===== config.mk =====
export PLATFORM = sky130hd
export DESIGN_NAME = reg_to_obi_master_flat
export DESIGN_NICKNAME = d
export VERILOG_FILES = /design/src/rtl/reg_to_obi_master_if.sv /design/src/rtl/reg_to_obi_master.sv /design/src/flat_wrapper.sv
export SDC_FILE = /design/constraint.sdc
export NUM_CORES = 1
export LEC_CHECK = 0
export CAP_MARGIN = 20
export CORE_MARGIN = 3
export CORE_UTILIZATION = 34
export CTS_BUF_LIST = sky130_fd_sc_hd__clkbuf_4
export CTS_CLUSTER_DIAMETER = 200
export DETAILED_ROUTE_END_ITERATION = 10
export PLACE_DENSITY = 0.76
export RECOVER_POWER = 100
export SLEW_MARGIN = 20
export SYNTH_ARGS = -nofsm -noshare
export SYNTH_HDL_FRONTEND = slang
export SYNTH_SLANG_ARGS = --single-unit

===== constraint.sdc =====
create_clock -name clk_i -period 1.54 [get_ports clk_i]
set_clock_uncertainty 0.05 [all_clocks]
set_input_delay 0.308 -clock clk_i [delete_from_list [all_inputs] [get_ports clk_i]]
set_output_delay 0.308 -clock clk_i [all_outputs]
set_load 0.02 [all_outputs]

===== src/rtl/reg_to_obi_master_if.sv =====
// reg_to_obi_master_if: register-interface request/response and OBI initiator
// signals for the reg_to_obi_master bridge.
// The master modport is the bridge's view.
// The slave modport is the environment: the register-bus master plus the OBI responder.
interface reg_to_obi_master_if;
   // register-interface request (held stable by the master from valid to ready)
   logic [31:0] reg_addr;
   logic        reg_write;
   logic [31:0] reg_wdata;
   logic [3:0]  reg_wstrb;
   logic        reg_valid;
   // register-interface response
   logic [31:0] reg_rdata;
   logic        reg_error;
   logic        reg_ready;
   // OBI request
   logic        obi_req;
   logic        obi_we;
   logic [3:0]  obi_be;
   logic [31:0] obi_addr;
   logic [31:0] obi_wdata;
   // OBI response
   logic        obi_gnt;
   logic        obi_rvalid;
   logic [31:0] obi_rdata;

   modport master (
      input  reg_addr, reg_write, reg_wdata, reg_wstrb, reg_valid,
      output reg_rdata, reg_error, reg_ready,
      output obi_req, obi_we, obi_be, obi_addr, obi_wdata,
      input  obi_gnt, obi_rvalid, obi_rdata
   );

   modport slave (
      output reg_addr, reg_write, reg_wdata, reg_wstrb, reg_valid,
      input  reg_rdata, reg_error, reg_ready,
      input  obi_req, obi_we, obi_be, obi_addr, obi_wdata,
      output obi_gnt, obi_rvalid, obi_rdata
   );
endinterface


===== src/rtl/reg_to_obi_master.sv =====
// reg_to_obi_master: bridges a single-outstanding register-interface port onto
// an OBI initiator port. Request fields are captured in IDLE so the OBI payload
// stays stable until grant. The OBI response is returned combinationally on the
// register port.
// Optional feature: define REG_TO_OBI_TIMEOUT_EN to add an rvalid timeout.
// The timeout returns an error response and drops the late rvalid that follows.
module reg_to_obi_master #(
   parameter int unsigned TIMEOUT_CYCLES = 1024
) (
   input  logic                       clk_i,
   input  logic                       rst_ni,
   reg_to_obi_master_if.master        bus
);

   localparam logic [1:0] IDLE = 2'd0;
   localparam logic [1:0] REQ  = 2'd1;
   localparam logic [1:0] RESP = 2'd2;

   if (TIMEOUT_CYCLES < 2 || TIMEOUT_CYCLES > 65535) begin : g_bad_timeout
      $error("reg_to_obi_master: TIMEOUT_CYCLES must lie in 2..65535");
   end

   logic [1:0]  state_q, state_d;
   logic [31:0] addr_q;
   logic [31:0] wdata_q;
   logic [3:0]  be_q;
   logic        we_q;
   logic        accept;
   logic        rsp_ok;
   logic        rsp_timeout;

   assign rsp_ok = (state_q == RESP) && bus.obi_rvalid;

`ifdef REG_TO_OBI_TIMEOUT_EN
   localparam logic [31:0] TIMEOUT_RDATA = 32'hBADC_AB1E;
   logic [15:0] cnt_q;
   logic        stale_q;

   // a timed-out transaction leaves a late rvalid pending; no new request until it drains
   assign accept      = (state_q == IDLE) && bus.reg_valid && !stale_q;
   assign rsp_timeout = (state_q == RESP) && !bus.obi_rvalid &&
                        (cnt_q == 16'(TIMEOUT_CYCLES - 1));

   // response-wait counter and stale-response flag
   always_ff @(posedge clk_i or negedge rst_ni) begin
      if (!rst_ni) begin
         cnt_q   <= '0;
         stale_q <= 1'b0;
      end else begin
         if (state_q == REQ && bus.obi_gnt) begin
            cnt_q <= '0;
         end else if (state_q == RESP && !bus.obi_rvalid) begin
            cnt_q <= cnt_q + 16'd1;
         end
         if (rsp_timeout) begin
            stale_q <= 1'b1;
         end else if (stale_q && bus.obi_rvalid) begin
            stale_q <= 1'b0;
         end
      end
   end
`else
   assign accept      = (state_q == IDLE) && bus.reg_valid;
   assign rsp_timeout = 1'b0;
`endif

   // next-state logic: IDLE -> REQ on capture, REQ -> RESP on grant, RESP -> IDLE on response
   always_comb begin
      state_d = state_q;
      case (state_q)
         IDLE:    if (accept) state_d = REQ;
         REQ:     if (bus.obi_gnt) state_d = RESP;
         RESP:    if (rsp_ok || rsp_timeout) state_d = IDLE;
         default: state_d = IDLE;
      endcase
   end

   // state register and request capture
   always_ff @(posedge clk_i or negedge rst_ni) begin
      if (!rst_ni) begin
         state_q <= IDLE;
         addr_q  <= '0;
         wdata_q <= '0;
         be_q    <= '0;
         we_q    <= 1'b0;
      end else begin
         state_q <= state_d;
         if (accept) begin
            addr_q  <= bus.reg_addr;
            wdata_q <= bus.reg_wdata;
            be_q    <= bus.reg_wstrb;
            we_q    <= bus.reg_write;
         end
      end
   end

   // OBI request driven only from the captured registers, zero outside REQ
   always_comb begin
      bus.obi_req   = (state_q == REQ);
      bus.obi_we    = 1'b0;
      bus.obi_be    = '0;
      bus.obi_addr  = '0;
      bus.obi_wdata = '0;
      if (state_q == REQ) begin
         bus.obi_we    = we_q;
         bus.obi_be    = be_q;
         bus.obi_addr  = addr_q;
         bus.obi_wdata = wdata_q;
      end
   end

   // register-port response; rdata reads as zero whenever ready is low
   always_comb begin
      bus.reg_ready = rsp_ok || rsp_timeout;
      bus.reg_error = 1'b0;
      bus.reg_rdata = '0;
      if (rsp_ok) begin
         bus.reg_rdata = bus.obi_rdata;
`ifdef REG_TO_OBI_TIMEOUT_EN
      end else if (rsp_timeout) begin
         bus.reg_rdata = TIMEOUT_RDATA;
         bus.reg_error = 1'b1;
`endif
      end
   end

   // the responder may only raise rvalid while a response is owed
`ifdef REG_TO_OBI_TIMEOUT_EN
   a_no_stray_rvalid: assert property (@(posedge clk_i) disable iff (!rst_ni)
      bus.obi_rvalid |-> (state_q == RESP || stale_q));
`else
   a_no_stray_rvalid: assert property (@(posedge clk_i) disable iff (!rst_ni)
      bus.obi_rvalid |-> (state_q == RESP));
`endif

endmodule

===== src/flat_wrapper.sv =====
// flat-port wrapper written by rule: the top's interface ports become plain ports
module reg_to_obi_master_flat 
#(
   parameter int unsigned TIMEOUT_CYCLES = 1024
)
  (clk_i, rst_ni, bus_reg_addr, bus_reg_write, bus_reg_wdata, bus_reg_wstrb, bus_reg_valid, bus_reg_rdata, bus_reg_error, bus_reg_ready, bus_obi_req, bus_obi_we, bus_obi_be, bus_obi_addr, bus_obi_wdata, bus_obi_gnt, bus_obi_rvalid, bus_obi_rdata);
  reg_to_obi_master_if bus_i ();
  input  logic clk_i;
  input  logic rst_ni;
  input wire logic [$bits(bus_i.reg_addr)-1:0] bus_reg_addr;
  input wire logic [$bits(bus_i.reg_write)-1:0] bus_reg_write;
  input wire logic [$bits(bus_i.reg_wdata)-1:0] bus_reg_wdata;
  input wire logic [$bits(bus_i.reg_wstrb)-1:0] bus_reg_wstrb;
  input wire logic [$bits(bus_i.reg_valid)-1:0] bus_reg_valid;
  output wire logic [$bits(bus_i.reg_rdata)-1:0] bus_reg_rdata;
  output wire logic [$bits(bus_i.reg_error)-1:0] bus_reg_error;
  output wire logic [$bits(bus_i.reg_ready)-1:0] bus_reg_ready;
  output wire logic [$bits(bus_i.obi_req)-1:0] bus_obi_req;
  output wire logic [$bits(bus_i.obi_we)-1:0] bus_obi_we;
  output wire logic [$bits(bus_i.obi_be)-1:0] bus_obi_be;
  output wire logic [$bits(bus_i.obi_addr)-1:0] bus_obi_addr;
  output wire logic [$bits(bus_i.obi_wdata)-1:0] bus_obi_wdata;
  input wire logic [$bits(bus_i.obi_gnt)-1:0] bus_obi_gnt;
  input wire logic [$bits(bus_i.obi_rvalid)-1:0] bus_obi_rvalid;
  input wire logic [$bits(bus_i.obi_rdata)-1:0] bus_obi_rdata;
  assign bus_i.reg_addr = bus_reg_addr;
  assign bus_i.reg_write = bus_reg_write;
  assign bus_i.reg_wdata = bus_reg_wdata;
  assign bus_i.reg_wstrb = bus_reg_wstrb;
  assign bus_i.reg_valid = bus_reg_valid;
  assign bus_reg_rdata = bus_i.reg_rdata;
  assign bus_reg_error = bus_i.reg_error;
  assign bus_reg_ready = bus_i.reg_ready;
  assign bus_obi_req = bus_i.obi_req;
  assign bus_obi_we = bus_i.obi_we;
  assign bus_obi_be = bus_i.obi_be;
  assign bus_obi_addr = bus_i.obi_addr;
  assign bus_obi_wdata = bus_i.obi_wdata;
  assign bus_i.obi_gnt = bus_obi_gnt;
  assign bus_i.obi_rvalid = bus_obi_rvalid;
  assign bus_i.obi_rdata = bus_obi_rdata;
  reg_to_obi_master #(.TIMEOUT_CYCLES(TIMEOUT_CYCLES)) u_core (.clk_i(clk_i), .rst_ni(rst_ni), .bus(bus_i));
endmodule

==> results.py, run 1 <==
metrics = {
    "layout": {
        "final_cell_area_um2": 6800,
        "nets": 614,
        "fill_cells": 670,
        "syn_to_final_growth_pct": 104,
        "layout-drive-gt1-share_pct": 64.5,
        "n_antenna_cell": 0,
    },
    "routing": {
        "via_per_inst": 4.67,
        "avgRoutedWirePerCell_um": 20.2,
        "first_iter_violations": 92,
        "drc": 0,
        "wl_mm": 13.0,
        "drt-pass1-iter-count": 4,
        "ant_nets": 0,
        "vias": 2995,
    },
    "clock_tree": {
        "root_buffer": "clkbuf_4",
        "clkSinkCount": 71,
        "cts_buffers": 9,
        "clockBufferDepth": 2,
        "path_clk_slew_ns": 0.12,
        "clk-insertion-delay-late_ns": 0.40,
        "htree_levels": 3,
        "cts_tree": "done",
    },
    "grt": {
        "busiest_layer": "met2",
        "grtUsageMet3_pct": 9.20,
        "grt_pass1_vias": 3228,
        "antenna_found_initial": 0,
        "grt.total_usage_pct": 22.3,
        "grt_max_degree": 72,
        "grt_pass1_wl_mm": 18.9,
        "met2_usage_pct": 37.3,
        "gr-total-overflow": 0,
        "met1_usage_pct": 26.5,
    },
    "sta": {
        "maxClockFrequency_mhz": 497,
        "fin_crit_ns": 2.01,
        "hold_viol": 0,
        "fin_crit_sh_pct": 131,
        "tns_ns": -71.44,
        "drv_slew": 0,
        "rsz0062_at_grt": "yes",
        "tightest_slew_ns": 1.01,
        "relSlewSlack_pct": 32.5,
        "finalSetupViolCount": 172,
        "setup_slack_ns": -0.473,
    },
    "floorplan": {
        "die-area_um2": 11000,
        "initial_utilization_pct": 35.6,
        "top_level_ports": 210,
        "die_y_um": 105,
        "core_um2": 9370,
        "dieWidth_um": 105,
        "rows": 35,
    },
    "synth": {
        "netlist_area_um2": 3340,
        "synth-edff-count": 0,
        "synth_common_cells": "and2_1 (101), dfrtp_1 (71), mux2_2 (59)",
        "synthArstFlopShare_pct": 100,
        "yosysSeqAreaShare_pct": 53.2,
        "yosys_warnings": 0,
        "syn_avg_cell_area_um2": 12.5,
        "synth.area.top_cells": "dfrtp_1 (53%), mux2_2 (20%), and2_1 (19%), mux2_1 (3.4%), clkbuf_1 (1.1%)",
        "synth_ff_type": "dfrtp_1",
        "synth_area_leader_cell": "dfrtp_1",
        "synth_top_area_share_pct": 53.2,
        "syn-instance-count": 268,
        "synth.distinct_cells": 16,
        "syn-num-nets": 374,
        "post-synth-top-count-cell": "and2_1",
        "synth-seq-cells": 71,
    },
    "pwr": {
        "p_int_uw": 8870,
        "power_switching_share_pct": 35.5,
        "power.switching_uw": 4870,
        "power_uw": 13700,
        "power.leakage_uw": 0.00319,
        "cellPowerDensity_nw_per_um2": 2020,
        "peakVddDrop_mv": 1.02,
        "seqPwrFrac_pct": 24.4,
        "p_comb_share_pct": 66.8,
        "p_clk_share_pct": 8.8,
    },
    "placed_design": {
        "gp_congestion": 0.737,
        "post_dp_cell_area_um2": 5720,
        "hpwl_mm": 8.04,
        "numPortBuffers": 208,
    },
    "setup_path": {
        "crit_fanout": 11,
        "crit_chain": "nor2b_4 -> buf_6 -> clkbuf_16 -> and2_2 -> buf_6",
        "cp-end-kind": "output port",
        "path_class": "reg -> out",
        "worst-path-buf-inv": 3,
        "worstPathArrival_ns": 1.65,
        "max_stage_delay_ns": 0.46,
        "required_ns": 1.18,
        "crit_path_start_kind": "flip-flop",
        "cp_top_family": "flip-flops",
        "slowest_stage": "dfrtp_2",
        "crit_path_frequent_cell": "buf_6",
    },
    "job": {
        "cap_violations": 0,
    },
    "run_status": {
        "violations": "setup timing",
        "status": "finished with violations",
    },
    "hold_path": {
        "hp-class": "in -> reg",
    },
}
[worst paths after layout]
check,startpoint,to,slack [ns],depth (start not counted)
worst min-delay path,bus_obi_gnt,u_core.state_q[0],0.43,2
worst max register to register,u_core.state_q[0],u_core.addr_q[0],-0.44,7
worst min register to register,u_core.wdata_q[5],u_core.wdata_q[5],0.46,1
worst max-delay path,u_core.state_q[1],bus_obi_wdata[30],-0.47,5
min in group asynchronous,rst_ni,u_core.addr_q[3],0.63,3
max in group asynchronous,rst_ni,u_core.state_q[1],0.04,3
[sequential cells by signal (all words and copies together) (netlist names)]
| register | count |
|---|---|
| u_core.we_q | 1 |
| u_core.addr_q | 32 |
| u_core.be_q | 4 |
| u_core.wdata_q | 32 |
| u_core.state_q | 2 |
[area by class of cell]
class	instances	area, um2	area share, %
Multi-Input combinational cell	178	1920	28.2
Sequential cell	71	1780	26.1
Clock inverter	6	61.3	0.901
Tap cell	129	161	2.37
Clock buffer	10	75.1	1.10
Timing Repair Buffer	248	2810	41.3
[what timing repair did]
item | CTS | global route
setup endpoints to repair | 171 | 172
gates resized for setup | 584 | 146
pin swaps | 20 | 36
endpoints found under the hold margin | 71 | 0
cloned | 8 | 8
setup buffers | 12 | 5
hold buffers | 1 | 0
[power by group through the flow]
stage / combinational, uW / sequential, uW / clock (uW)
finish: 9180 / 3350 / 1210
CTS: 8250 / 3280 / 1220
floorplan: 3680 / 3130 / 0
global placement: 6350 / 3220 / 0
detailed placement: 6450 / 3280 / 0
global route: 9620 / 3460 / 1340
[through the flow]
step	setup slack, ns	utilization, %	hold WS [ns]	cells
after floorplan	0.00364	-	-0.0376	268
after global routing	-0.544	72.6	0.414	642
final	-0.473	72.6	0.429	642
after global placement	-0.706	61.1	0.302	599
after CTS	-0.463	67.4	0.388	635
after detailed placement	-0.760	61.1	0.308	599
[per-layer routing]
metal / up-vias / part of all wire [%]
met5: - / 0
met4: 0 / 1.0
met3: 12 / 10
met2: 141 / 49
met1: 1479 / 40
li1: 1363 / -
[cell families (layout without fill, tap and decap cells)]
logic type,after synthesis,after routing,synth area share [%]
simple gates,106,106,20.1
flops,71,71,53.2
mux,69,69,23.3
buf+inv,19,264,2.81
compound gates,2,2,0.450
other cells,1,1,0.112
[placed cells by master, fill, tap and decap left out, types with 2 or more instances in the layout]
master,n
mux2_2,11
dfrtp_1,70
clkinv_2,2
and2_4,75
clkinv_4,2
buf_12,11
buf_6,104
and2_2,26
clkbuf_4,13
mux2_4,58
buf_4,4
clkdlybuf4s50_1,104
clkbuf_16,6
buf_16,4
buf_2,10
[worst reg2reg max path, delay by kind of cell, from the launching register on]
family | cells | cell delay (ns)
mux | 1 | 0.32
flops | 1 | 0.42
buf+inv | 5 | 0.79
simple gates | 1 | 0.31
No activity file was read; power rests on OpenSTA's default activity.
==> run 2: changes to the inputs <==
--- a/config.mk
+++ b/config.mk
@@ -5,7 +5,8 @@
 export SDC_FILE = /design/constraint.sdc
 export NUM_CORES = 1
 export LEC_CHECK = 0
-export CAP_MARGIN = 20
+export ABC_AREA = 0
+export CAP_MARGIN = 25
 export CORE_MARGIN = 3
 export CORE_UTILIZATION = 34
 export CTS_BUF_LIST = sky130_fd_sc_hd__clkbuf_4
==> results of run 2 <==
No change in the layout: final DEF, timing and power equal those of run 1.
==> run 3: changes to the inputs <==
--- a/config.mk
+++ b/config.mk
@@ -14,6 +14,7 @@
 export DETAILED_ROUTE_END_ITERATION = 10
 export PLACE_DENSITY = 0.76
 export RECOVER_POWER = 100
+export REMOVE_ABC_BUFFERS = 1
 export SLEW_MARGIN = 20
 export SYNTH_ARGS = -nofsm -noshare
 export SYNTH_HDL_FRONTEND = slang
==> run 3 against run 2 <==
The run still ends with setup timing left. Via count is 4.8% lower. Sequential share of layout area increased by 2.4 points. Count of clock-buffer cells in the layout fell by 1. Cell count down 2.2%. Hold slack better by 0.012 ns. Maximum frequency rose by 2.1%. Combinational power shrank 15%. Global-route usage decreased by 4.4 points. Non-clock buffer count shrank 14. Clock power fell by 6%. First-iteration DRC count is 6.5% lower.
==> results.py, run 3 (synthesis results as in run 1) <==
metrics = {
    "clock_tree": {
        "path_clk_slew_ns": 0.12,
        "clockBufferDepth": 2,
        "cts_buffers": 9,
        "root_buffer": "clkbuf_4",
        "cts_tree": "done",
        "htree_levels": 3,
        "clk-insertion-delay-late_ns": 0.39,
        "clkSinkCount": 71,
    },
    "sta": {
        "fin_crit_ns": 1.97,
        "tightest_slew_ns": 0.912,
        "hold_viol": 0,
        "finalSetupViolCount": 172,
        "setup_slack_ns": -0.430,
        "tns_ns": -64.64,
        "fin_crit_sh_pct": 128,
        "drv_slew": 0,
        "rsz0062_at_grt": "yes",
        "maxClockFrequency_mhz": 507,
        "hold_ws_ns": 0.441,
        "relSlewSlack_pct": 39.2,
    },
    "floorplan": {
        "die_y_um": 105,
        "core_um2": 9370,
        "top_level_ports": 210,
        "rows": 35,
        "initial_utilization_pct": 35.6,
        "dieWidth_um": 105,
        "die-area_um2": 11000,
    },
    "run_status": {
        "status": "finished with violations",
        "violations": "setup timing",
    },
    "layout": {
        "n_antenna_cell": 0,
        "final_cell_mix": "clkdlybuf4s50_1 (104), buf_6 (80), dfrtp_1 (70), and2_1 (57), mux2_2 (54)",
        "seqCellArea_um2": 1780,
        "final_cell_area_um2": 6240,
        "fill_cells": 751,
        "layout_commonest_cell": "clkdlybuf4s50_1",
        "fin_cells": 628,
        "syn_to_final_growth_pct": 87.0,
        "nets": 600,
        "layout-drive-gt1-share_pct": 50.1,
        "reg_top3": "u_core.addr_q: 32 flops, u_core.wdata_q: 32 flops, u_core.be_q: 4 flops",
        "multi_input_comb_area_um2": 1610,
    },
    "setup_path": {
        "path_class": "reg -> reg",
        "regToRegSetupSlack_ns": -0.43,
        "timing.rr.start": "u_core.state_q[0]",
        "r2r-end": "u_core.addr_q[24]",
        "rr_worst_depth": 8,
        "worstPathArrival_ns": 2.19,
        "max_stage_delay_ns": 0.44,
        "crit_path_start_kind": "flip-flop",
        "cp_top_family": "buffers and inverters",
        "required_ns": 1.76,
        "slowest_stage": "dfrtp_1",
        "cp-end-kind": "flip-flop",
        "crit_fanout": 9,
        "crit_chain": "buf_4 -> buf_6 -> buf_4 -> nor3b_4 -> buf_12 -> buf_6 -> clkbuf_16 -> mux2_2",
        "worst-path-buf-inv": 6,
    },
    "grt": {
        "grt_pass1_vias": 2974,
        "grt_pass1_wl_mm": 15.5,
        "grt.total_usage_pct": 17.8,
        "grt_max_degree": 72,
        "gr-total-overflow": 0,
        "antenna_found_initial": 0,
    },
    "hold_path": {
        "hp-start": "u_core.wdata_q[3]",
        "hold_end": "u_core.wdata_q[3]",
        "hp-class": "reg -> reg",
        "holdPathStages": 1,
    },
    "pwr": {
        "power_uw": 12200,
        "cellPowerDensity_nw_per_um2": 1960,
        "power.leakage_uw": 0.00281,
        "peakVddDrop_mv": 0.979,
    },
    "placed_design": {
        "post_dp_cell_area_um2": 5630,
        "gp_congestion": 0.730,
        "numPortBuffers": 208,
        "hpwl_mm": 7.51,
        "dp_cells": 594,
    },
    "routing": {
        "drt-pass1-iter-count": 4,
        "ant_nets": 0,
        "via_per_inst": 4.54,
        "drc": 0,
        "wl_mm": 11.0,
        "vias": 2852,
        "avgRoutedWirePerCell_um": 17.6,
        "first_iter_violations": 86,
    },
    "job": {
        "cap_violations": 0,
    },
}
## run 3: changes by cell type in the layout (fill, tap and decap cells not counted), moves of 3 or more
cell | previous run | this run
and2_1 | 0 | 57
and2_2 | 26 | 0
and2_4 | 75 | 44
buf_12 | 11 | 8
buf_16 | 4 | 1
buf_4 | 4 | 21
buf_6 | 104 | 80
clkbuf_4 | 13 | 10
clkinvlp_4 | 0 | 3
mux2_1 | 0 | 9
mux2_2 | 11 | 54
mux2_4 | 58 | 6
## run 3: through the flow
| step | setup slack (ns) | util, % |
|---|---|---|
| 3_3_place_gp | -0.698 | 60.1 |
| 3_5_place_dp | -0.725 | 60.1 |
| 6_report | -0.430 | 66.6 |
| 2_1_floorplan | -2.24 | - |
| 5_1_grt | -0.511 | 66.6 |
| 4_1_cts | -0.491 | 59.6 |
## run 3: worst max-delay path by stage
| stage | startpoint | to | slack, ns | depth (start not counted) |
|---|---|---|---|---|
| global route | u_core.state_q[0] | bus_obi_be[1] | -0.51 | 5 |
| floorplan | u_core.state_q[0] | u_core.addr_q[0] | -2.24 | 2 |
| detailed placement | bus_obi_rvalid | bus_reg_rdata[12] | -0.72 | 5 |
| finish | u_core.state_q[0] | u_core.addr_q[24] | -0.43 | 8 |
| CTS | u_core.state_q[1] | bus_obi_addr[19] | -0.49 | 5 |
| global placement | bus_obi_rvalid | bus_reg_rdata[9] | -0.70 | 5 |
## run 3: layer usage
metal	part of all wire [%]	vias up	track usage (%)
li1	-	1339	-
met1	37	1367	19.0
met2	54	135	32.7
met3	7.8	11	5.74
met4	1.0	0	6.47
met5	0	-	0
## run 3: what timing repair did
action	CTS	global route
endpoints found under the setup margin	172	172
setup buffers	3	6
hold buffers	1	0
gates resized for setup	506	133
pin swaps	1	17
gates cloned	1	9
hold endpoints to repair	71	0
## run 3: report_power, final
group,internal [uW],leakage [uW],switching [uW],total (uW)
logic,4540,0.00192,3250,7790
clock network,479,0.0000607,661,1140
registers,2820,0.000831,491,3310
## run 3: area by class of cell
class	count	area share [%]
clock buffers	9	1.08
repair buffers	234	40.9
flip-flops and latches	71	28.5
clock inverters	7	1.02
multi-input cells	178	25.9
well taps	129	2.59
